**config.mk**
```make
export PLATFORM = sky130hd
export DESIGN_NAME = usb_tx
export DESIGN_NICKNAME = d
export VERILOG_FILES = /design/src/rtl/usb_pkg.sv /design/src/rtl/usb_tx_encoder.sv /design/src/rtl/usb_tx.sv
export SDC_FILE = /design/constraint.sdc
export NUM_CORES = 1
export LEC_CHECK = 0
export BUFFER_PORTS_ARGS = -buffer_cell sky130_fd_sc_hd__buf_4
export CAP_MARGIN = 20
export CORE_MARGIN = 3
export CORE_UTILIZATION = 41
export DETAILED_ROUTE_END_ITERATION = 10
export SETUP_SLACK_MARGIN = 0.1
export SKIP_LAST_GASP = 1
export SLEW_MARGIN = 20
export SYNTH_ARGS = -nofsm -noshare
export SYNTH_HDL_FRONTEND = slang
export SYNTH_SLANG_ARGS = --single-unit
```
**constraint.sdc**
```tcl
create_clock -name clk -period 2.75 [get_ports clk]
set_input_delay 0.55 -clock clk [delete_from_list [all_inputs] [get_ports clk]]
set_output_delay 0.55 -clock clk [all_outputs]
set_load 0.01 [all_outputs]
```
**src/rtl/usb_pkg.sv**
```systemverilog
// Shared USB constants: request codes, PIDs, CRC16 and line states.
// STALL support is gated by the USB_TX_STALL_EN macro.
package usb_pkg;

  typedef enum logic [2:0] {
    PKT_NONE  = 3'd0,
    PKT_DATA0 = 3'd1,
    PKT_DATA1 = 3'd2,
    PKT_ACK   = 3'd3,
    PKT_NAK   = 3'd4,
    PKT_STALL = 3'd5
  } tx_pkt_e;

  typedef enum logic [2:0] {
    S_IDLE, S_SYNC, S_PID, S_DATA, S_CRC, S_EOP_SE0, S_EOP_J
  } tx_state_e;

  localparam logic [7:0] SYNC_BYTE = 8'h80;
  localparam logic [7:0] PID_DATA0 = 8'hC3;
  localparam logic [7:0] PID_DATA1 = 8'h4B;
  localparam logic [7:0] PID_ACK   = 8'hD2;
  localparam logic [7:0] PID_NAK   = 8'h5A;
  localparam logic [7:0] PID_STALL = 8'h1E;

  // x^16+x^15+x^2+1, bit-reversed for LSB-first shifting
  localparam logic [15:0] CRC16_POLY_REV = 16'hA001;
  localparam logic [15:0] CRC16_INIT     = 16'hFFFF;

  typedef logic [1:0] line_t;   // {d_plus, d_minus}
  localparam line_t LINE_J   = 2'b10;
  localparam line_t LINE_K   = 2'b01;
  localparam line_t LINE_SE0 = 2'b00;

  localparam logic [2:0] STUFF_RUN = 3'd6;

  function automatic logic [15:0] crc16_step(input logic [15:0] crc, input logic b);
    logic fb;
    fb = crc[0] ^ b;
    crc16_step = {1'b0, crc[15:1]} ^ (fb ? CRC16_POLY_REV : 16'h0000);
  endfunction

  function automatic logic req_valid(input logic [2:0] code);
    req_valid = 1'b0;
    case (code)
      PKT_DATA0, PKT_DATA1, PKT_ACK, PKT_NAK: req_valid = 1'b1;
`ifdef USB_TX_STALL_EN
      PKT_STALL: req_valid = 1'b1;
`endif
      default: req_valid = 1'b0;
    endcase
  endfunction

  function automatic logic is_data_code(input logic [2:0] code);
    is_data_code = (code == PKT_DATA0) || (code == PKT_DATA1);
  endfunction

  function automatic logic [7:0] pid_byte(input logic [2:0] code);
    pid_byte = 8'h00;
    case (code)
      PKT_DATA0: pid_byte = PID_DATA0;
      PKT_DATA1: pid_byte = PID_DATA1;
      PKT_ACK:   pid_byte = PID_ACK;
      PKT_NAK:   pid_byte = PID_NAK;
`ifdef USB_TX_STALL_EN
      PKT_STALL: pid_byte = PID_STALL;
`endif
      default:   pid_byte = 8'h00;
    endcase
  endfunction

endpackage

```
**src/rtl/usb_tx_encoder.sv**
```systemverilog
// Line encoder: bit timer, bit stuffing and NRZI driver for d_plus/d_minus.
// A bit is taken at each bit boundary; bit_strobe is low when a stuff bit goes out instead.
module usb_tx_encoder
  import usb_pkg::*;
#(
  parameter int BIT_CLKS = 8
) (
  input  logic clk,
  input  logic rst,
  input  logic bit_valid,
  input  logic bit_in,
  input  logic stuff_en,
  input  logic se0,
  input  logic force_j,
  output logic bit_strobe,
  output logic busy,
  output logic d_plus,
  output logic d_minus
);

  localparam int TW = (BIT_CLKS > 1) ? $clog2(BIT_CLKS) : 1;

  logic [TW-1:0] timer;
  logic [2:0]    ones;
  logic          level;   // 1 = J
  line_t         lines;
  logic          timer_last, load, stuff, nrzi;

  assign timer_last = (timer == TW'(BIT_CLKS - 1));
  assign load       = bit_valid && (!busy || timer_last);
  // A pending stuff bit wins over whatever is offered, including EOP.
  assign stuff      = (ones == STUFF_RUN);
  assign bit_strobe = load && !stuff;
  assign nrzi       = bit_in ? level : ~level;
  assign {d_plus, d_minus} = lines;

  always_ff @(posedge clk) begin
    if (rst) begin
      timer <= '0;
      busy  <= 1'b0;
      ones  <= 3'd0;
      level <= 1'b1;
      lines <= LINE_J;
    end else if (load) begin
      timer <= '0;
      busy  <= 1'b1;
      if (stuff) begin
        level <= ~level;
        lines <= level ? LINE_K : LINE_J;
        ones  <= 3'd0;
      end else if (se0) begin
        lines <= LINE_SE0;
        ones  <= 3'd0;
      end else if (force_j) begin
        level <= 1'b1;
        lines <= LINE_J;
        ones  <= 3'd0;
      end else begin
        level <= nrzi;
        lines <= nrzi ? LINE_J : LINE_K;
        ones  <= (stuff_en && bit_in) ? ones + 3'd1 : 3'd0;
      end
    end else if (busy) begin
      if (timer_last) begin
        busy  <= 1'b0;
        timer <= '0;
      end else begin
        timer <= timer + 1'b1;
      end
    end
  end

endmodule

```
**src/rtl/usb_tx.sv**
```systemverilog
// USB full-speed packet transmitter: SYNC, PID, payload, CRC16, EOP.
// Define USB_TX_STALL_EN to accept request code 5 (STALL handshake).
module usb_tx
  import usb_pkg::*;
#(
  parameter int BIT_CLKS  = 8,
  parameter int MAX_BYTES = 64
) (
  input  logic       clk,
  input  logic       rst,
  input  logic [2:0] tx_packet,
  input  logic [6:0] buffer_occupancy,
  input  logic [7:0] tx_packet_data,
  output logic       get_tx_packet_data,
  output logic       d_plus,
  output logic       d_minus,
  output logic       tx_transfer_active,
  output logic       tx_error
);

  tx_state_e   state, state_n;
  logic [15:0] shreg, shreg_n, crc, crc_n, crc_bit;
  logic [3:0]  idx, idx_n;
  logic [6:0]  cnt, cnt_n, occ_clamped;
  logic [2:0]  code, code_n;
  logic        bit_valid, bit_in, stuff_en, se0, force_j;
  logic        bit_strobe, enc_busy;
  logic        active, is_data, accept, reject;

  // The encoder stays busy through the final J bit after the FSM is back in IDLE.
  assign active             = (state != S_IDLE) || enc_busy;
  assign tx_transfer_active = active;
  assign is_data            = is_data_code(code);
  assign accept             = !active && req_valid(tx_packet);
  assign reject             = (tx_packet != 3'd0) && (active || !req_valid(tx_packet));
  assign occ_clamped        = (buffer_occupancy > 7'(MAX_BYTES)) ? 7'(MAX_BYTES)
                                                                 : buffer_occupancy;
  assign crc_bit            = crc16_step(crc, shreg[0]);

  always_comb begin
    state_n            = state;
    shreg_n            = shreg;
    idx_n              = idx;
    cnt_n              = cnt;
    crc_n              = crc;
    code_n             = code;
    get_tx_packet_data = 1'b0;
    bit_valid          = 1'b1;
    bit_in             = shreg[0];
    stuff_en           = 1'b1;
    se0                = 1'b0;
    force_j            = 1'b0;
    case (state)
      S_IDLE: begin
        // First SYNC bit is offered straight from the request so it hits the line next cycle.
        bit_valid = accept;
        bit_in    = SYNC_BYTE[0];
        stuff_en  = 1'b0;
        if (accept) begin
          state_n = S_SYNC;
          shreg_n = {9'h000, SYNC_BYTE[7:1]};
          idx_n   = 4'd1;
          code_n  = tx_packet;
          cnt_n   = is_data_code(tx_packet) ? occ_clamped : 7'd0;
        end
      end
      S_SYNC: begin
        stuff_en = 1'b0;
        if (bit_strobe) begin
          if (idx == 4'd7) begin
            state_n = S_PID;
            shreg_n = {8'h00, pid_byte(code)};
            idx_n   = 4'd0;
          end else begin
            shreg_n = {1'b0, shreg[15:1]};
            idx_n   = idx + 4'd1;
          end
        end
      end
      S_PID: begin
        if (bit_strobe) begin
          if (idx == 4'd7) begin
            idx_n = 4'd0;
            crc_n = CRC16_INIT;
            if (!is_data) begin
              state_n = S_EOP_SE0;
            end else if (cnt != 7'd0) begin
              state_n            = S_DATA;
              shreg_n            = {8'h00, tx_packet_data};
              get_tx_packet_data = 1'b1;
              cnt_n              = cnt - 7'd1;
            end else begin
              state_n = S_CRC;
              shreg_n = ~CRC16_INIT;
            end
          end else begin
            shreg_n = {1'b0, shreg[15:1]};
            idx_n   = idx + 4'd1;
          end
        end
      end
      S_DATA: begin
        if (bit_strobe) begin
          crc_n = crc_bit;
          if (idx == 4'd7) begin
            idx_n = 4'd0;
            if (cnt != 7'd0) begin
              shreg_n            = {8'h00, tx_packet_data};
              get_tx_packet_data = 1'b1;
              cnt_n              = cnt - 7'd1;
            end else begin
              state_n = S_CRC;
              shreg_n = ~crc_bit;
            end
          end else begin
            shreg_n = {1'b0, shreg[15:1]};
            idx_n   = idx + 4'd1;
          end
        end
      end
      S_CRC: begin
        if (bit_strobe) begin
          if (idx == 4'd15) begin
            state_n = S_EOP_SE0;
            idx_n   = 4'd0;
          end else begin
            shreg_n = {1'b0, shreg[15:1]};
            idx_n   = idx + 4'd1;
          end
        end
      end
      S_EOP_SE0: begin
        se0 = 1'b1;
        if (bit_strobe) begin
          if (idx == 4'd1) begin
            state_n = S_EOP_J;
            idx_n   = 4'd0;
          end else begin
            idx_n = idx + 4'd1;
          end
        end
      end
      S_EOP_J: begin
        force_j = 1'b1;
        if (bit_strobe) state_n = S_IDLE;
      end
      default: state_n = S_IDLE;
    endcase
  end

  always_ff @(posedge clk) begin
    if (rst) begin
      state    <= S_IDLE;
      shreg    <= 16'h0000;
      idx      <= 4'd0;
      cnt      <= 7'd0;
      crc      <= 16'h0000;
      code     <= 3'd0;
      tx_error <= 1'b0;
    end else begin
      state    <= state_n;
      shreg    <= shreg_n;
      idx      <= idx_n;
      cnt      <= cnt_n;
      crc      <= crc_n;
      code     <= code_n;
      tx_error <= reject;
    end
  end

  usb_tx_encoder #(.BIT_CLKS(BIT_CLKS)) u_enc (
    .clk        (clk),
    .rst        (rst),
    .bit_valid  (bit_valid),
    .bit_in     (bit_in),
    .stuff_en   (stuff_en),
    .se0        (se0),
    .force_j    (force_j),
    .bit_strobe (bit_strobe),
    .busy       (enc_busy),
    .d_plus     (d_plus),
    .d_minus    (d_minus)
  );

endmodule

```
Word level (Yosys, flattened, before mapping). Index checks and enable logic that the tools add are counted.

Add/sub/neg operators: 4. Order comparisons: 1. Equal/unequal tests: 37. Mux-type cells: 83. Bitwise gates (word level): 4. Reductions and logical operators: 33.

Operators with widths (number): $mux 16 (14); $pmux 16 s5 (1); $mux 7 (9); $mux 3 (20); $pmux 16 s2 (1); $pmux 8 s4 (1); $ne 2x2->1 const B (15); $mux 4 (7); $eq 3x3->1 const B (7); $pmux 3 s7 (1); $pmux 7 s3 (1); $mux 1 (19); $eq 3x2->1 const B (6); $not 16->16 (1); $pmux 4 s4 (1); $xor 15x16->16 (1); $mux 15 (1); $reduce_and 13->1 (1); $mux 2 (5); $eq 3x1->1 const B (3); $reduce_bool 3->1 (3); $mux 8 (1); $reduce_and 8->1 (1); $gt 7x7->1 const B (1); 26 further kinds (41).

Bits in registers: 60. Bits of input ports: 20. Output and inout port bits: 5. Word-level logic and storage cells: 174.

Logic depth before layout (Yosys ltp).
Depth after elaboration: 9. Gate-level depth with buffers: 9. Gate-level depth less buffers: 7.

Cells and area by module. Synthesis repeated with hierarchy kept, for this count alone.

Cell total of the unflattened synthesis: 432. Area total of the unflattened synthesis: 3316.9 µm².

By module, submodules not included: usb_tx (times used 1, cells each 379, area an instance 2810.2 µm², seq. area each 1001.0 µm²); usb_tx_encoder (times used 1, cells each 53, area an instance 506.7 µm², seq. area each 200.2 µm²).

Worst setup path before layout. OpenSTA, ideal clock, no wires.

Kind: input-to-reg. Start: input tx_packet[0]. End: register crc[10]. Library setup time: 0.138 ns. Arrival: 2.226 ns. Data required time: 2.612 ns. Setup slack: 0.387 ns. Stages: 7. Path buffers: 3. Path through: clkbuf_1 o21a_1 o31ai_1 and3_1 clkbuf_1 clkbuf_1 a211oi_1.

Longest elaborated chain between the ends: 9.

Ends and longest elaborated chain: from (decl) (RTL line usb_tx.sv:11) `input logic [2:0] tx_packet,`; $eq 3x1->1, or another cell as far along (RTL line usb_pkg.sv:44) `case (code)`; $reduce_or 4->1 (*) (RTL line usb_pkg.sv:44); $mux 1 (*) (RTL line usb_pkg.sv:44); $logic_and 1x1->1 (*) (RTL line usb_tx.sv:34) `assign accept = !active && req_valid(tx_packet);`; $mux 1 (*) (RTL line usb_tx.sv:53) `case (state)`; $logic_and 1x1->1 (*) (RTL line usb_tx_encoder.sv:30) `assign load = bit_valid && (!busy || timer_last);`; $logic_and 1x1->1 (*) (RTL line usb_tx_encoder.sv:33) `assign bit_strobe = load && !stuff;`; $ne 2x2->1 (no line); $reduce_and 4->1 (no line) (*); to (signal assigned) (RTL line usb_tx.sv:165) `crc <= crc_n;`; to (decl) (RTL line usb_tx.sv:22) `logic [15:0] shreg, shreg_n, crc, crc_n, crc_bit;`.

Every way passes the cells marked *; elsewhere a longest branch is shown, timed or not. A chain may end at the register's enable or synchronous reset.

Worst setup path in the final report.
Start: register cnt[0]. End: output get_tx_packet_data.

Longest elaborated chain between the ends: 6.

Ends and longest elaborated chain: from (decl) (RTL line usb_tx.sv:24) `logic [6:0] cnt, cnt_n, occ_clamped;`; from (signal assigned) (RTL line usb_tx.sv:164) `cnt <= cnt_n;`; $reduce_bool 7->1 (*) (RTL line usb_tx.sv:87, usb_tx.sv:107); $mux 1 (*) (RTL line usb_tx.sv:87, usb_tx.sv:107); $mux 1 (RTL line usb_tx.sv:85) `if (!is_data) begin`; $mux 1 (RTL line usb_tx.sv:82) `if (idx == 4'd7) begin`; $mux 1 (RTL line usb_tx.sv:81) `if (bit_strobe) begin`; $pmux 1 s2 (*) (RTL line usb_tx.sv:53); to (decl) (RTL line usb_tx.sv:14) `output logic get_tx_packet_data,`.

Marked as above.

==> results.yml <==
timing:
  tightest_slew_ns: 0.634
  slew_headroom_pct: 57.4
  slew_violations: 0
  min_period_ns: 2.45
  max_freq_mhz: 408
  finalHoldViolations: 0
  post-route-period-util_pct: 89.1
  setup-violations-final: 0
  fin_setup_tns_ns: 0
  finClkSkew_ns: 0.00575
  rsz0062_at_grt: "no"
drt:
  dr.pass1.iters: 5
  vias: 3344
  via_per_inst: 5.83
  wl_per_cell_um: 16.5
  detail-route-antenna-nets: 0
  drt_iter0_markers: 308
  routed_wl_mm: 9.47
  drc: 0
cts:
  htree_levels: 3
  root_buffer: "clkbuf_8"
  cts.path.max_buffers: 2
  cts.reportedPaths.clkPinSlew_ns: 0.07
  cts_buffers: 9
  cts_tree: "built"
  clkSinkCount: 60
  clk-insertion-delay-late_ns: 0.34
synthesis:
  syn_area_mm2: 0.00348
  synth_nets: 468
  yosys-top-cells-count: "dfxtp_1, nor2_1, nand2_1"
  ys.flop_type: "dfxtp_1"
  synth_cells: 441
  netlist-cell-type-count: 63
  postSynthAreaPerCell_um2: 7.88
  post-synth-top-count-cell: "dfxtp_1"
  synth_area_leaders: "dfxtp_1, nor2_1, a211oi_1, a21oi_1, nand2_1"
  synth_edf_count: 0
  ys_seq_area_share_pct: 34.5
  synth.top_cell.area_share_pct: 34.5
  yosysWarningCount: 0
  synth_seq_cells: 60
  ys_async_sr_fraction_pct: 0
  synth_area_leader_cell: "dfxtp_1"
global_routing:
  grt_pass1_wl_mm: 15.6
  grt_max_degree: 50
  grt_antenna_before_repair: 0
  track_usage_pct: 20.1
  grt_pass1_vias: 3116
  grt_overflow: 0
setup_path:
  worstPathMaxFanout: 4
  rrSetupSlack_ns: 0.37
  worst_r2r_endpoint: "state[2]$_SDFFE_PP0P_"
  r2r_cells: 8
  worstSetupPathType: "reg -> out"
  reg2reg_from: "idx[0]$_SDFFE_PP0P_"
  cp-end-kind: "output port"
  arrival_ns: 1.90
  required_ns: 2.20
  crit_path_start_kind: "flip-flop"
floorplanning:
  io_pins: 25
  rows: 32
  die_height_um: 98.1
  initial_utilization_pct: 43.6
  core_mm2: 0.00797
  dieArea_mm2: 0.00962
  die_w_um: 98.1
layout:
  area_growth_pct: 16.3
  fin_nets: 494
  num_antenna_cells: 0
  drive_above_1_share_pct: 15.5
place:
  hpwlAfterDp_mm: 6.80
  place_congestion: 0.915
  port_buffers: 24
power_and_ir_drop:
  power_switching_mw: 1.45
  p_clk_share_pct: 24.4
  leakage_nw: 1.54
  power.total_mw: 3.62
  vdd.ir_drop.worst_uv: 309
  p_comb_share_pct: 45.9
  p_int_mw: 2.17
  power.density_mw_per_mm2: 895
  p_seq_share_pct: 29.7
  switching_share_pct: 40.1
run_status:
  outcome: "finished, final reports clean"
run:
  maxCapViolations: 0
hold_path:
  hold_end: "shreg[15]$_SDFFE_PP0P_"
  hold_path_depth: 2
  hold_path.class: "reg -> reg"
  hp-start: "shreg[15]$_SDFFE_PP0P_"
[area by class of cell]
type / count / area [µm²]
clock buffers: 11 / 141
clock inverters: 5 / 75.1
fillers: 751 / 3930
inverters: 17 / 63.8
multi-input cells: 335 / 2100
flip-flops and latches: 60 / 1200
well taps: 102 / 128
repair buffers: 44 / 330
[worst max-delay path: stages, from the launching register on]
cell	delay (ns)
dfxtp_1	0.38
inv_1	0.07
ha_1	0.23
nor3b_1	0.17
buf_4	0.16
a211oi_4	0.23
nand2_1	0.07
nor2_1	0.11
buf_4	0.13
[layout by cell type (no fill, tap or decap), drive strengths merged, types with 5 or more instances in the layout]
master  count
dfxtp      60
nor2       59
buf        44
nand2      38
a21oi      29
o21ai      26
a211oi     21
inv        17
nor3       12
nor2b      11
clkbuf     11
a22o        9
a31oi       8
mux2i       8
ha          7
xnor2       6
a22oi       6
o31ai       5
nand2b      5
nand4       5
o211ai      5
or4         5
[registers in the layout, summed over array words and instances (netlist names)]
register,count
code,3
cnt,7
u_enc.ones,3
shreg,16
tx_error,1
u_enc.lines,2
state,3
u_enc.level,1
idx,4
u_enc.timer,3
u_enc.busy,1
crc,16
[per-layer routing]
| layer | routed length [µm] | track usage, % | share of wire, % |
|---|---|---|---|
| met1 | 4560 | 27.8 | 48 |
| met4 | 180 | 8.73 | 1.9 |
| met3 | 612 | 5.00 | 6.5 |
| met5 | 0 | 0 | 0 |
| met2 | 4120 | 29.7 | 43 |
[power by group through the flow]
stage	combinational [mW]	sequential, mW	clock, mW
after CTS	1.63	1.07	0.901
after detailed placement	1.62	1.09	0
after global placement	1.61	1.09	0
final	1.66	1.08	0.881
after floorplan	1.16	1.08	0
after global routing	1.83	1.09	0.937
[worst max-delay path by stage]
stage	to	from	cells after the start
floorplan	crc[10]$_SDFFE_PP0P_	tx_packet[0]	7
global placement	shreg[2]$_SDFFE_PP0P_	tx_packet[0]	7
detailed placement	shreg[2]$_SDFFE_PP0P_	tx_packet[0]	7
CTS	get_tx_packet_data	cnt[0]$_SDFFE_PP0P_	8
global route	get_tx_packet_data	cnt[0]$_SDFFE_PP0P_	8
finish	get_tx_packet_data	cnt[0]$_SDFFE_PP0P_	8
[cells by family after synthesis]
kind of cell	share of synthesized area, %
compound gates	28.9
fa+ha+maj	2.52
flops	34.5
xor+xnor	1.76
buf+inv	5.47
simple gates	24.5
mux	2.30
[stage by stage]
step	utilization, %	cell area [µm²]	instances	hold slack (ns)	setup WS (ns)
after floorplan	-	3480	441	0.432	0.387
after global placement	47.7	3800	557	0.443	0.371
after detailed placement	47.7	3800	557	0.445	0.361
after CTS	50.5	4020	573	0.464	0.180
after global routing	50.7	4040	574	0.487	0.128
final	50.7	4040	574	0.463	0.299
[repair_timing]
item | in CTS | in global routing
setup buffers | 0 | 1
resized for setup | 1 | 2
pin swaps | 0 | 1
hold buffers | 0 | 0
endpoints found under the setup margin | 1 | 1
Note: power is estimated with default switching activity, not from simulation.
